===== src/rtl/vga_lane_renderer.sv =====
// Two-stage VGA pixel renderer for the rhythm game: falling-note lanes, hit bars
// with flash, score bars and a blinking win/draw screen, with sync delay matching.
module vga_lane_renderer #(
  parameter int unsigned NUM_LANES        = 2,
  parameter int unsigned WIN_W            = 3,
  parameter int unsigned H_ACTIVE         = 1280,
  parameter int unsigned V_ACTIVE         = 720,
  parameter int unsigned LANE_X0          = 170,
  parameter int unsigned LANE_PITCH       = 640,
  parameter int unsigned LANE_W           = 300,
  parameter int unsigned HIT_Y0           = 620,
  parameter int unsigned HIT_Y1           = 650,
  parameter int unsigned RES_X0           = 75,
  parameter int unsigned RES_PITCH        = 1110,
  parameter int unsigned RES_W            = 20,
  parameter logic [47:0] LANE_RGB         = 48'hFF0_00F_0F0_F00,
  parameter logic [11:0] DRAW_RGB         = 12'hFF0,
  parameter logic [11:0] HIT_RGB          = 12'h00F,
  parameter logic [11:0] FLASH_RGB        = 12'hFFF,
  parameter int unsigned HIT_FLASH_FRAMES = 6,
  parameter int unsigned BLINK_FRAMES     = 30
) (
  input  logic                    clk,
  input  logic                    rst,
  input  logic                    pix_en,
  input  logic [10:0]             x,
  input  logic [9:0]              y,
  input  logic                    active,
  input  logic                    hsync_in,
  input  logic                    vsync_in,
  input  logic [WIN_W-1:0]        winner,
  input  logic [NUM_LANES*10-1:0] block_top,
  input  logic [NUM_LANES*10-1:0] block_bot,
  input  logic [NUM_LANES*10-1:0] res_top,
  input  logic [NUM_LANES-1:0]    hit_pulse,
  output logic [3:0]              red,
  output logic [3:0]              green,
  output logic [3:0]              blue,
  output logic                    hsync_out,
  output logic                    vsync_out
);

  localparam int unsigned BLINK_W = (BLINK_FRAMES > 1) ? $clog2(BLINK_FRAMES) : 1;

  logic                          fs;
  logic [10:0]                   s1_x;
  logic [9:0]                    s1_y;
  logic                          s1_active;
  logic                          s1_hsync;
  logic                          s1_vsync;
  logic [WIN_W-1:0]              sh_winner;
  logic [NUM_LANES*10-1:0]       sh_block_top;
  logic [NUM_LANES*10-1:0]       sh_block_bot;
  logic [NUM_LANES*10-1:0]       sh_res_top;
  logic [NUM_LANES-1:0]          pending;
  logic [NUM_LANES-1:0][7:0]     flash_cnt;
  logic [BLINK_W-1:0]            blink_cnt;
  logic                          blink_on;
  logic [11:0]                   pix_rgb;
  logic [11:0]                   win_rgb;
  logic [11:0]                   x12;
  logic [10:0]                   y11;

  always_comb begin
    fs = pix_en && (x == 11'd0) && (y == 10'd0);
  end

  // Stage 1 pixel/sync capture and stage 2 registered colour.
  always_ff @(posedge clk or posedge rst) begin
    if (rst) begin
      s1_x      <= '0;
      s1_y      <= '0;
      s1_active <= 1'b0;
      s1_hsync  <= 1'b0;
      s1_vsync  <= 1'b0;
      red       <= '0;
      green     <= '0;
      blue      <= '0;
      hsync_out <= 1'b1;
      vsync_out <= 1'b1;
    end else if (pix_en) begin
      s1_x      <= x;
      s1_y      <= y;
      s1_active <= active;
      s1_hsync  <= hsync_in;
      s1_vsync  <= vsync_in;
      red       <= pix_rgb[11:8];
      green     <= pix_rgb[7:4];
      blue      <= pix_rgb[3:0];
      hsync_out <= s1_hsync;
      vsync_out <= s1_vsync;
    end
  end

  // Per-frame shadow copies so the picture never tears mid-frame.
  always_ff @(posedge clk or posedge rst) begin
    if (rst) begin
      sh_winner    <= '0;
      sh_block_top <= '0;
      sh_block_bot <= '0;
      sh_res_top   <= '0;
    end else if (fs) begin
      sh_winner    <= winner;
      sh_block_top <= block_top;
      sh_block_bot <= block_bot;
      sh_res_top   <= res_top;
    end
  end

  // Pulses are latched on any clock; a pulse on the frame-start edge survives to the next frame.
  always_ff @(posedge clk or posedge rst) begin
    if (rst) begin
      pending   <= '0;
      flash_cnt <= '0;
    end else begin
      pending <= hit_pulse | (pending & ~{NUM_LANES{fs}});
      if (fs) begin
        for (int i = 0; i < NUM_LANES; i++) begin
          if (pending[i]) begin
            flash_cnt[i] <= 8'(HIT_FLASH_FRAMES);
          end else if (flash_cnt[i] != 8'd0) begin
            flash_cnt[i] <= flash_cnt[i] - 8'd1;
          end
        end
      end
    end
  end

  // Win-screen blink phase, restarted ON whenever a game result first appears.
  always_ff @(posedge clk or posedge rst) begin
    if (rst) begin
      blink_cnt <= '0;
      blink_on  <= 1'b1;
    end else if (fs) begin
      if (winner == '0 || sh_winner == '0 || BLINK_FRAMES == 0) begin
        blink_cnt <= '0;
        blink_on  <= 1'b1;
      end else if (blink_cnt == BLINK_W'(BLINK_FRAMES - 1)) begin
        blink_cnt <= '0;
        blink_on  <= ~blink_on;
      end else begin
        blink_cnt <= blink_cnt + BLINK_W'(1);
      end
    end
  end

  // Colour for the stage-1 pixel; later assignments override, giving block > hit bar > score bar and lower lane first.
  always_comb begin
    pix_rgb = '0;
    win_rgb = DRAW_RGB;
    x12     = {1'b0, s1_x};
    y11     = {1'b0, s1_y};
    for (int i = 0; i < NUM_LANES; i++) begin
      if (sh_winner == WIN_W'(i + 1)) win_rgb = LANE_RGB[i*12 +: 12];
    end
    if (!s1_active) begin
      pix_rgb = '0;
    end else if (sh_winner != '0) begin
      pix_rgb = blink_on ? win_rgb : 12'h000;
    end else begin
      for (int i = NUM_LANES - 1; i >= 0; i--) begin
        if (x12 >= 12'(RES_X0 + i*RES_PITCH) && x12 < 12'(RES_X0 + i*RES_PITCH + RES_W) &&
            y11 >= {1'b0, sh_res_top[i*10 +: 10]} && y11 < 11'(V_ACTIVE))
          pix_rgb = LANE_RGB[i*12 +: 12];
      end
      for (int i = NUM_LANES - 1; i >= 0; i--) begin
        if ((LANE_X0 + i*LANE_PITCH) < H_ACTIVE &&
            x12 >= 12'(LANE_X0 + i*LANE_PITCH) && x12 < 12'(LANE_X0 + i*LANE_PITCH + LANE_W) &&
            y11 >= 11'(HIT_Y0) && y11 < 11'(HIT_Y1))
          pix_rgb = (flash_cnt[i] != 8'd0) ? FLASH_RGB : HIT_RGB;
      end
      for (int i = NUM_LANES - 1; i >= 0; i--) begin
        if ((LANE_X0 + i*LANE_PITCH) < H_ACTIVE &&
            x12 >= 12'(LANE_X0 + i*LANE_PITCH) && x12 < 12'(LANE_X0 + i*LANE_PITCH + LANE_W) &&
            y11 >= {1'b0, sh_block_top[i*10 +: 10]} && y11 < {1'b0, sh_block_bot[i*10 +: 10]})
          pix_rgb = LANE_RGB[i*12 +: 12];
      end
    end
  end

endmodule


===== config.mk =====
export PLATFORM = sky130hd
export DESIGN_NAME = vga_lane_renderer
export DESIGN_NICKNAME = d
export VERILOG_FILES = /design/src/rtl/vga_lane_renderer.sv
export SDC_FILE = /design/constraint.sdc
export NUM_CORES = 1
export LEC_CHECK = 0
export CELL_PAD_IN_SITES_DETAIL_PLACEMENT = 1
export CELL_PAD_IN_SITES_GLOBAL_PLACEMENT = 2
export CORE_ASPECT_RATIO = 1.2
export CORE_MARGIN = 2
export CORE_UTILIZATION = 36
export CTS_CLUSTER_SIZE = 30
export DETAILED_ROUTE_END_ITERATION = 16
export PLACE_DENSITY = 0.89
export SETUP_SLACK_MARGIN = 0.3
export SLEW_MARGIN = 15
export SYNTH_ARGS = -nofsm -noshare
export SYNTH_HDL_FRONTEND = slang
export SYNTH_SLANG_ARGS = --single-unit

===== constraint.sdc =====
create_clock -name clk -period 6.9 [get_ports clk]
set_input_delay 0.69 -clock clk [delete_from_list [all_inputs] [get_ports clk]]
set_output_delay 0.69 -clock clk [all_outputs]
set_load 0.02 [all_outputs]

# Word-level counts from Yosys, hierarchy flattened
# Index checks and enable logic that the tools add are counted.
# Widths: inputs -> output; s select.
dict set report classes {
  n_addsub 3
  eq_ne 3
  bitwise_logic 4
  n_mux 21
  mul 0
  reduce_logical 32
  shift 0
  n_lt_le_gt_ge 17
  n_div 0
}
# operator n
set ops {}
lappend ops {{$mux 12} 11}
lappend ops {{$mux 8} 6}
lappend ops {{$ge 10x10->1} 4}
lappend ops {{$lt 11x11->1 const B} 2}
lappend ops {{$lt 10x10->1} 2}
lappend ops {{$lt 10x10->1 const B} 2}
lappend ops {{$logic_and 1x1->1} 18}
lappend ops {{$reduce_bool 8->1} 2}
lappend ops {{$sub 8x1->8 const B} 2}
lappend ops {{$ge 11x10->1 const B} 1}
lappend ops {{$ge 11x11->1 const B} 1}
lappend ops {{$ge 11x7->1 const B} 1}
lappend ops {{$ge 11x8->1 const B} 1}
lappend ops {{$logic_not 11->1} 1}
lappend ops {{$lt 11x7->1 const B} 1}
lappend ops {{$lt 11x9->1 const B} 1}
lappend ops {{$ge 10x10->1 const B} 1}
lappend ops {{$logic_not 10->1} 1}
lappend ops {{$mux 5} 2}
lappend ops {{$logic_not 3->1} 2}
lappend ops {{$reduce_and 2->1} 3}
lappend ops {{$reduce_bool 2->1} 3}
lappend ops {{$add 5x1->5 const B} 1}
lappend ops {{$eq 5x5->1 const B} 1}
lappend ops {{other kinds (9)} 10}
dict set report word_totals {
  wordCells 99
  latchBits 0
  romBits 0
  mem_count 0
  ram_bits 0
  ff_bits 125
  out_inout_bits 14
}

# Logic depth before layout (Yosys ltp)
# Gate-level depths: netlist (run 1).
dict set report depth {
  ltp_word 12
  ltp_mapped 9
  depth_no_buf 9
}

# Worst setup path before layout (run 1)
# Ideal clock, no wire load.
dict set report synth_path {
  path_kind {input -> register}
  from {input port x[4]}
  to {register blink_cnt[4]}
  arrival_ns 2.290
  t_required_ns 6.808
  path_slack_ns 4.518
  stages 5
  path_cell_list {or4_4 > or4_4 > buf_6 > or2_4 > o31ai_2}
}
dict set report synth_between {
  elab_chain_len 3
}
# item line_no
set synth_lines {}
lappend synth_lines {{from (decl)} 26} ;# input logic [10:0] x,
lappend synth_lines {{$logic_not 11->1} 65} ;# fs = pix_en && (x == 11'd0) && (y == 10'd0);
lappend synth_lines {{$logic_and 1x1->1 (2 in series)} 65}
lappend synth_lines {{to (signal assigned)} 142} ;# blink_cnt <= blink_cnt + BLINK_W'(1);
lappend synth_lines {{to (decl)} 57} ;# logic [BLINK_W-1:0] blink_cnt;
# No other way between the ends.
# A chain may end at the register's enable or synchronous reset.

# Final worst setup path (run 1)
dict set report layout_path {
  from {input port pix_en}
  to {register blink_cnt[2]}
}
dict set report layout_between {
  elab_chain_len 2
}
# item line_no
set layout_lines {}
lappend layout_lines {{from (decl)} 25} ;# input logic pix_en,
lappend layout_lines {{$logic_and 1x1->1 (2 in series)} 65}
# No other way between the ends.

==> results of run 1 <==
-- flip-flops by register name, indices dropped and copies added, names as in the netlist --
| register | count |
|---|---|
| vsync_out | 1 |
| sh_block_top | 20 |
| blink_cnt | 5 |
| sh_winner | 3 |
| s1_active | 1 |
| s1_hsync | 1 |
| hsync_out | 1 |
| pending | 2 |
| blue | 1 |
| s1_y | 10 |
| red | 1 |
| s1_vsync | 1 |
| green | 1 |
| s1_x | 11 |
| flash_cnt | 16 |
| blink_on | 1 |
| sh_res_top | 20 |
| sh_block_bot | 20 |
-- routing by layer --
metal | GRT usage [%] | routed length [µm] | vias to the layer above
li1 | - | - | 2549
met1 | 23.6 | 7810 | 2636
met2 | 36.3 | 9450 | 109
met3 | 4.87 | 736 | 25
met4 | 7.25 | 397 | 0
met5 | 0 | 0 | -
-- cell type report --
type / count / share of cell area, %
clock inverter: 9 / 1.52
timing repair buffer: 109 / 13.1
tap: 220 / 3.34
multi-input combinational: 461 / 37.8
sequential: 116 / 35.3
inverter: 65 / 2.99
clock buffer: 23 / 5.93
-- stage by stage --
| stage | cells | util, % | hold WS (ps) | power [mW] | setup WS (ps) |
|---|---|---|---|---|---|
| floorplan | 675 | - | 440 | 0.806 | 3140 |
| global placement | 971 | 43.5 | 451 | 0.899 | 3160 |
| detailed placement | 971 | 43.5 | 474 | 0.907 | 2990 |
| CTS | 1003 | 47.0 | 483 | 1.84 | 3440 |
| global route | 1003 | 47.0 | 504 | 1.89 | 3200 |
| finish | 1003 | 47.0 | 481 | 1.82 | 3490 |
-- layout by cell type, fill, tap and decap left out, types with 11 or more instances in the layout --
| cell type | instances |
|---|---|
| o21ai_0 | 79 |
| a21o_1 | 11 |
| nor2_1 | 18 |
| ha_1 | 64 |
| nand2_1 | 112 |
| dfrtp_1 | 113 |
| mux2_2 | 26 |
| clkbuf_16 | 17 |
| clkdlybuf4s50_1 | 105 |
| nand3_1 | 17 |
| a21oi_1 | 23 |
| inv_1 | 64 |
-- power groups by stage --
stage                     sequential [mW]  combinational (mW)  clock, mW
after global placement              0.746               0.152          0
after CTS                           0.736               0.160      0.939
after global routing                0.739               0.175      0.972
final                               0.737               0.157      0.924
after detailed placement            0.748               0.159          0
after floorplan                     0.732              0.0737          0
-- cells in the mapped netlist, types with 4 or more instances --
master	instances
ha_1	64
a31oi_1	4
buf_4	9
o21ai_1	9
nor4b_1	5
nor3_1	7
o31ai_1	4
o21ai_0	79
or3_1	4
nand3_1	17
nand4_1	5
nor2_1	18
o2111ai_1	6
nand2_1	112
buf_2	7
a211oi_1	5
a21o_1	11
a21oi_1	23
a211o_1	4
dfrtp_1	113
mux2_2	26
nor4_1	5
inv_1	65
clkbuf_1	14
nand2b_1	10
-- cell families (layout without fill, tap and decap cells) --
group,after synthesis,in the layout
compound gates,168,168
xor+xnor,3,3
fa+ha+maj,64,64
buf+inv,98,206
flops,116,116
mux,27,27
simple gates,199,199
-- final timing paths --
check	startpoint	end	slack, ps	cells after the start
worst min-delay path	sh_block_bot[10]	sh_block_bot[10]	480	2
worst min register to register	sh_block_bot[10]	sh_block_bot[10]	480	2
worst max register to register	s1_y[5]	red[2]	4150	8
worst max-delay path	pix_en	blink_cnt[2]	3490	10
min in group asynchronous	rst	sh_block_top[4]	690	2
max in group asynchronous	rst	sh_res_top[6]	4830	3
-- worst min-delay path, cell delays in order, from the launching register on --
cell	delay, ps
dfrtp_1	340
nand2_1	50
nand2_1	50
==> flow_metrics.env, run 1 <==
export IMPL_yosys_warnings=0
export IMPL_final_hold_viol_count=0
export IMPL_cts_hold_fix_buffers=0
export IMPL_tns_ps=0
export IMPL_synth_flop_cell="dfrtp_1"
export IMPL_cp_slowest_stage_delay_ps=630
export IMPL_min_period_ps=3410
export IMPL_cp_cell_sequence="clkdlybuf4s50_1 -> buf_4 -> nor4b_1 -> nand4_1 -> nor4_4 -> buf_4 -> buf_4 -> o21ai_0 -> nand2_1 -> o21ai_1"
export IMPL_synthAdderAreaFrac_pct=12.4
export IMPL_startpoint_type="input pin"
export IMPL_pwr_share_comb_pct=8.7
export IMPL_cts_buffer_depth=2
export IMPL_n_antenna_cell=0
export IMPL_drv_slew=0
export IMPL_cts_resized=0
export IMPL_root_buffer="clkbuf_16"
export IMPL_status="complete, no violations"
export IMPL_cts_buffers=17
export IMPL_drt_iter0_drc=215
export IMPL_skew_ps=10.3
export IMPL_wirelength_um=18400
export IMPL_synthXorXnorAreaFrac_pct=0.408
export IMPL_grt_first_pass_wirelength_um=30100
export IMPL_finalCritPeriodShare_pct=49.4
export IMPL_power_leakage_nw=3.85
export IMPL_core_um2=17500
export IMPL_path_buf_inv=4
export IMPL_ys_async_sr_fraction_pct=100
export IMPL_hp_class="reg -> reg"
export IMPL_tightest_slew_ps=902
export IMPL_clkLatencyLatePin_ps=430
export IMPL_ant_nets=0
export IMPL_synth_edf_count=0
export IMPL_pwr_density_cell_nw_per_um2=221
export IMPL_power_frac_seq_pct=40.5
export IMPL_viasPerCell=5.30
export IMPL_grt_remaining_overflow=0
export IMPL_synth_simple_area_share_pct=14.8
export IMPL_critPathTopFamily="buffers and inverters"
export IMPL_chipHeight_um=151
export IMPL_drv_cap=0
export IMPL_fillerInstances=1965
export IMPL_cp_end_kind="flop"
export IMPL_cp_required_ps=7220
export IMPL_design_area_um2=8230
export IMPL_die_x_um=126
export IMPL_rsz0062_at_grt="no"
export IMPL_via_count=5319
export IMPL_antenna_found_initial=0
export IMPL_grt_total_usage_pct=20.2
export IMPL_clkPwrFrac_pct=50.8
export IMPL_synth_top_cell_area_share_pct=43.9
export IMPL_layout_drive_gt1_share_pct=9.45
export IMPL_critPathSlowestCell="buf_4"
export IMPL_p_sw_uw=428
export IMPL_rows=53
export IMPL_post_cts_buffers=0
export IMPL_htree_levels=4
export IMPL_grt_max_degree=76
export IMPL_syn_nets=831
export IMPL_timing_fmax_mhz=293
export IMPL_synth_compound_area_share_pct=15.9
export IMPL_clock_sinks=116
export IMPL_cts_tree="yes"
export IMPL_synth_area_leaders="dfrtp_1, ha_1, nand2_1"
export IMPL_ff_latch_area_um2=2910
export IMPL_ir_drop_mv=0.180
export IMPL_path_clk_slew_ps=60
export IMPL_multi_input_area_um2=3110
export IMPL_dpl_cell_area_um2=7620
export IMPL_seq_area_frac_synth_pct=45.1
export IMPL_internal_power_mw=1.39
export IMPL_relSlewSlack_pct=39.9
export IMPL_syn_to_final_growth_pct=27.8
export IMPL_syn_inst=675
export IMPL_first_pass_iters=6
export IMPL_port_buffers=105
export IMPL_path_class="in -> reg"
export IMPL_layout_nets=926
export IMPL_setup_viol=0
export IMPL_drc=0
export IMPL_synth_seq_cells=116
export IMPL_gpl_final_weighted_congestion=0.764
export IMPL_cp_common_cell="buf_4"
export IMPL_fp_dieArea_um2=19000
export IMPL_cp_max_fo=75
export IMPL_avgRoutedWirePerCell_um=18.3
export IMPL_syn_cell_area_um2=6440
export IMPL_synth_avg_cell_area_um2=9.54
export IMPL_io_pins=106
export IMPL_grt_pass1_vias=5822
export IMPL_synth_top_family_by_area="compound AO/OA/AOI/OAI gates"
export IMPL_synth_distinct_cells=60
export IMPL_synthMuxAreaShare_pct=4.70
export IMPL_dp_hpwl_um=13000
export IMPL_start_util_pct=36.8
export IMPL_arrival_ps=3730
export IMPL_synth_top_area_cell="dfrtp_1"
export IMPL_p_sw_share_pct=23.5
(Power assumes the default switching activity.)
==> run 2: changes to the inputs <==
--- a/config.mk
+++ b/config.mk
@@ -9,10 +9,10 @@
 export CELL_PAD_IN_SITES_GLOBAL_PLACEMENT = 2
 export CORE_ASPECT_RATIO = 1.2
 export CORE_MARGIN = 2
-export CORE_UTILIZATION = 36
+export CORE_UTILIZATION = 33
 export CTS_CLUSTER_SIZE = 30
 export DETAILED_ROUTE_END_ITERATION = 16
-export PLACE_DENSITY = 0.89
+export PLACE_DENSITY = 0.82
 export SETUP_SLACK_MARGIN = 0.3
 export SLEW_MARGIN = 15
 export SYNTH_ARGS = -nofsm -noshare
==> constraint.sdc (replaced) <==
create_clock -name clk -period 3.4 [get_ports clk]
set_input_delay 0.34 -clock clk [delete_from_list [all_inputs] [get_ports clk]]
set_output_delay 0.34 -clock clk [all_outputs]
set_load 0.02 [all_outputs]
==> run 2 against run 1 <==
  * Register-to-register slack got worse by 3300 ps
  * Clock power up 110%
  * Wire length up 1.1%
  * Clock skew down 5.2 ps
  * Final cell count increased by 5.0%
==> flow_metrics.env, run 2 (synthesis gave the netlist of run 1 again) <==
export IMPL_drc=0
export IMPL_start_util_pct=33.3
export IMPL_crit_start="s1_y[5]"
export IMPL_pwr_density_cell_nw_per_um2=449
export IMPL_cts_tree="yes"
export IMPL_post_cts_buffers=0
export IMPL_fillerInstances=2208
export IMPL_ant_nets=0
export IMPL_cts_buffer_depth=2
export IMPL_via_count=5303
export IMPL_chipHeight_um=157
export IMPL_cts_hold_fix_buffers=0
export IMPL_cts_resized=0
export IMPL_drv_slew=0
export IMPL_antenna_found_initial=0
export IMPL_cp_required_ps=3740
export IMPL_cp_end_kind="flop"
export IMPL_timing_fmax_mhz=397
export IMPL_grt_total_usage_pct=18.8
export IMPL_cp_cell_sequence="ha_1 -> a211oi_1 -> nor2_1 -> a2111oi_0 -> o31ai_1 -> a41oi_1 -> and3_1 -> o32a_1"
export IMPL_core_um2=19300
export IMPL_multi_input_area_um2=3110
export IMPL_path_clk_slew_ps=60
export IMPL_reg2reg_from="s1_y[5]"
export IMPL_drt_iter0_drc=175
export IMPL_ff_latch_area_um2=2910
export IMPL_n_antenna_cell=0
export IMPL_skew_ps=5.11
export IMPL_setup_viol=0
export IMPL_grt_pass1_vias=5876
export IMPL_syn_to_final_growth_pct=30.6
export IMPL_io_pins=106
export IMPL_gpl_final_weighted_congestion=0.800
export IMPL_grt_max_degree=61
export IMPL_clock_sinks=116
export IMPL_grt_remaining_overflow=0
export IMPL_wirelength_um=18600
export IMPL_cp_max_fo=3
export IMPL_avgRoutedWirePerCell_um=17.7
export IMPL_min_period_ps=2520
export IMPL_port_buffers=105
export IMPL_finalCritPeriodShare_pct=74.1
export IMPL_final_cell_mix="dfrtp_1, nand2_1, clkdlybuf4s50_1"
export IMPL_critPathSlowestCell="a41oi_1"
export IMPL_reg2reg_to="green[2]"
export IMPL_tightest_slew_ps=691
export IMPL_final_core_util_pct=43.5
export IMPL_layout_drive_gt1_share_pct=10.6
export IMPL_viasPerCell=5.04
export IMPL_dp_hpwl_um=13600
export IMPL_ir_drop_mv=0.324
export IMPL_layout_nets=935
export IMPL_rows=56
export IMPL_die_x_um=132
export IMPL_htree_levels=4
export IMPL_grt_first_pass_wirelength_um=30500
export IMPL_hp_class="in -> async"
export IMPL_fp_dieArea_um2=20700
export IMPL_power_mw=3.78
export IMPL_relSlewSlack_pct=53.6
export IMPL_dpl_cell_area_um2=7760
export IMPL_status="complete, no violations"
export IMPL_design_area_um2=8410
export IMPL_final_hold_viol_count=0
export IMPL_root_buffer="clkbuf_16"
export IMPL_r2r_slack_ps=880
export IMPL_final_common_cell="dfrtp_1"
export IMPL_cts_buffers=17
export IMPL_whs_ps=382
export IMPL_first_pass_iters=4
export IMPL_rr_worst_depth=8
export IMPL_startpoint_type="flop"
export IMPL_cp_slowest_stage_delay_ps=450
export IMPL_largestRegisters="sh_block_bot x20, sh_block_top x20, sh_res_top x20"
export IMPL_path_class="reg -> reg"
export IMPL_rsz0062_at_grt="no"
export IMPL_power_leakage_nw=3.91
export IMPL_tns_ps=0
export IMPL_arrival_ps=2860
export IMPL_drv_cap=0
export IMPL_clkLatencyLatePin_ps=410
-- run 2: changes by cell type in the layout (fill, tap and decap cells not counted) --
cell / before / now
buf_12: 0 / 2
clkbuf_8: 4 / 5
bufinv_16: 3 / 4
clkbuf_1: 2 / 1
buf_4: 4 / 11
inv_4: 1 / 0
-- run 2: area by class of cell --
type                    instances  share of cell area, %
clock inverters                 9                   1.76
repair buffers                118                   14.0
multi-input cells             461                   37.0
flip-flops and latches        116                   34.6
well taps                     261                   3.88
clock buffers                  23                   5.92
inverters                      65                   2.95
-- run 2: stage by stage --
step	instances	setup slack (ps)
after detailed placement	1021	659
after floorplan	675	1260
after global placement	1021	713
final	1053	882
after CTS	1053	866
after global routing	1053	714
-- run 2: layer usage --
| metal | vias to the layer above | part of all wire [%] | global-route usage, % |
|---|---|---|---|
| li1 | 2557 | - | - |
| met4 | 0 | 1.2 | 4.92 |
| met5 | - | 0 | 0 |
| met1 | 2636 | 45 | 22.7 |
| met2 | 92 | 51 | 33.9 |
| met3 | 18 | 3.3 | 4.09 |
-- run 2: worst max-delay path: cells and delay by family, from the launching register on --
kind            cells  cell delay [ps]
flops               1              420
fa+ha+maj           1              340
compound gates      5             1400
simple gates        2              300
-- run 2: report_power, final --
group	internal (mW)	switching [mW]	leakage [nW]	total, mW
clock	1.32	0.632	0.319	1.95
sequential	1.42	0.0645	1.24	1.48
combinational	0.191	0.153	2.35	0.344
-- run 2: worst max path at each step --
stage                              end  slack (ps)  cells past startpoint
after detailed placement  flash_cnt[4]         660                      8
final                         green[2]         880                      8
after global routing          green[2]         710                      8
after global placement    flash_cnt[7]         710                      9
after CTS                     green[2]         870                      8
after floorplan               green[2]        1260                      8
==> run 3: changes to the inputs <==
--- a/config.mk
+++ b/config.mk
@@ -9,10 +9,10 @@
 export CELL_PAD_IN_SITES_GLOBAL_PLACEMENT = 2
 export CORE_ASPECT_RATIO = 1.2
 export CORE_MARGIN = 2
-export CORE_UTILIZATION = 33
+export CORE_UTILIZATION = 30
 export CTS_CLUSTER_SIZE = 30
 export DETAILED_ROUTE_END_ITERATION = 16
-export PLACE_DENSITY = 0.82
+export PLACE_DENSITY = 0.79
 export SETUP_SLACK_MARGIN = 0.3
 export SLEW_MARGIN = 15
 export SYNTH_ARGS = -nofsm -noshare
==> constraint.sdc (replaced) <==
create_clock -name clk -period 2.29 [get_ports clk]
set_input_delay 0.229 -clock clk [delete_from_list [all_inputs] [get_ports clk]]
set_output_delay 0.229 -clock clk [all_outputs]
set_load 0.02 [all_outputs]
==> run 3 against run 2 <==
  * Combinational power up 76%
  * Wire length up 6.6%
  * Die area up 9.7%
  * Largest cell class unchanged
==> flow_metrics.env, run 3 (synthesis gave the netlist of run 1 again) <==
export IMPL_status="complete, no violations"
export IMPL_clock_sinks=116
export IMPL_cp_common_cell="buf_6"
export IMPL_p_sw_mw=1.31
export IMPL_arrival_ps=2430
export IMPL_syn_to_final_growth_pct=42.1
export IMPL_hp_class="in -> reg"
export IMPL_setup_slack_ps=163
export IMPL_antenna_found_initial=0
export IMPL_cts_buffer_depth=2
export IMPL_cp_cell_sequence="buf_6 -> buf_6 -> ha_4 -> a21o_1 -> a211o_1 -> a41o_1 -> nand4_1 -> nand2_1 -> o32a_1"
export IMPL_critPathTopFamily="compound AO/OA/AOI/OAI gates"
export IMPL_timing_fmax_mhz=470
export IMPL_cp_max_fo=3
export IMPL_dpl_cell_area_um2=8080
export IMPL_power_frac_seq_pct=39.4
export IMPL_rows=58
export IMPL_rsz0062_at_grt="yes"
export IMPL_cp_end_kind="flop"
export IMPL_cts_tree="yes"
export IMPL_finalCritPeriodShare_pct=92.9
export IMPL_cts_hold_fix_buffers=0
export IMPL_largestRegisters="sh_block_bot x20, sh_block_top x20, sh_res_top x20"
export IMPL_final_core_util_pct=43.5
export IMPL_skew_ps=6.51
export IMPL_chipHeight_um=165
export IMPL_wirelength_um=19800
export IMPL_grt_max_degree=117
export IMPL_grt_remaining_overflow=0
export IMPL_ir_drop_mv=0.546
export IMPL_final_cell_mix="nand2_1, dfrtp_1, clkdlybuf4s50_1"
export IMPL_dp_cells=1064
export IMPL_port_buffers=105
export IMPL_drc=0
export IMPL_finalNonFillerCells=1107
export IMPL_gpl_final_weighted_congestion=0.750
export IMPL_tns_ps=0
export IMPL_post_place_ws_ps=-559
export IMPL_pwr_share_comb_pct=10.9
export IMPL_pwr_density_cell_nw_per_um2=608
export IMPL_die_x_um=138
export IMPL_grt_first_pass_wirelength_um=31400
export IMPL_layout_drive_gt1_share_pct=21.4
export IMPL_min_period_ps=2130
export IMPL_viasPerCell=5.02
export IMPL_tightest_slew_ps=662
export IMPL_final_common_cell="nand2_1"
export IMPL_relSlewSlack_pct=55.8
export IMPL_critPathSlowestCell="dfrtp_1"
export IMPL_cp_required_ps=2600
export IMPL_internal_power_mw=4.25
export IMPL_ant_nets=0
export IMPL_layout_nets=980
export IMPL_cts_buffers=17
export IMPL_grt_total_usage_pct=18.2
export IMPL_clkLatencyLatePin_ps=420
export IMPL_io_pins=106
export IMPL_r2r_slack_ps=160
export IMPL_cp_slowest_stage_delay_ps=410
export IMPL_power_leakage_nw=4.28
export IMPL_clkPwrFrac_pct=49.7
export IMPL_path_buf_inv=2
export IMPL_dp_hpwl_um=14100
export IMPL_first_pass_iters=5
export IMPL_setup_viol=0
export IMPL_core_um2=21000
export IMPL_drv_cap=0
export IMPL_root_buffer="clkbuf_16"
export IMPL_path_class="reg -> reg"
export IMPL_fillerInstances=2338
export IMPL_via_count=5554
export IMPL_grt_pass1_vias=6145
export IMPL_final_hold_viol_count=0
export IMPL_htree_levels=4
export IMPL_path_clk_slew_ps=60
export IMPL_drt_iter0_drc=235
export IMPL_design_area_um2=9150
export IMPL_fp_dieArea_um2=22700
export IMPL_p_sw_share_pct=23.5
export IMPL_start_util_pct=30.6
export IMPL_n_antenna_cell=0
export IMPL_startpoint_type="flop"
export IMPL_drv_slew=0
export IMPL_avgRoutedWirePerCell_um=17.9
## run 3: cell types whose count changed in the layout (fill, tap and decap cells not counted), sizes merged
| cell | delta |
|---|---|
| bufbuf | +1 |
| dlymetal6s2s | +9 |
| bufinv | -1 |
| clkinv | +2 |
| dlygate4sd2 | +6 |
| clkbuf | +1 |
| clkdlybuf4s15 | +1 |
| clkdlybuf4s50 | -18 |
| buf | +44 |
## run 3: metal layers
metal / share of wire, % / track usage [%]
met1: 42 / 21.1
met2: 53 / 33.4
met3: 3.5 / 3.50
met4: 1.8 / 5.84
met5: 0 / 0
## run 3: layout make-up
class,instances,area [µm²],area share (%)
tap,270,338,3.69
inverter,65,248,2.71
sequential,116,2910,31.8
clock buffer,22,484,5.29
clock inverter,10,128,1.39
multi-input combinational,461,3420,37.3
timing repair buffer,163,1620,17.7
## run 3: what timing repair did
action                     in CTS  in global routing
setup buffers                   7                  2
gates resized for setup        55                 37
cloned                          1                  1
setup endpoints to repair      89                 62
pin swaps                      20                 28
## run 3: worst reg2reg max path, cell delays in order, from the launching register on
cell	delay [ps]
dfrtp_1	410
buf_6	140
buf_6	110
ha_4	210
a21o_1	160
a211o_1	250
a41o_1	220
nand4_1	140
nand2_1	80
o32a_1	290
## run 3: stage by stage
step	hold WS [ps]	total power [mW]
global route	96.7	5.77
CTS	215	5.60
finish	80.6	5.56
detailed placement	460	2.78
floorplan	321	2.43
global placement	459	2.75
## run 3: power by group through the flow
stage | Clock (mW) | Combinational, mW | Sequential (mW)
2_1_floorplan | 0 | 0.223 | 2.21
3_3_place_gp | 0 | 0.538 | 2.22
3_5_place_dp | 0 | 0.563 | 2.22
4_1_cts | 2.81 | 0.605 | 2.19
5_1_grt | 2.91 | 0.668 | 2.20
6_report | 2.77 | 0.607 | 2.19
## run 3: worst paths after layout
check	cells past startpoint	to	startpoint
worst min-delay path	2	s1_x[4]	x[4]
worst min register to register	2	sh_block_top[0]	sh_block_top[0]
min in group asynchronous	3	sh_block_top[13]	rst
max in group asynchronous	3	flash_cnt[12]	rst
worst max register to register	9	green[2]	s1_y[7]
worst max-delay path	9	green[2]	s1_y[7]
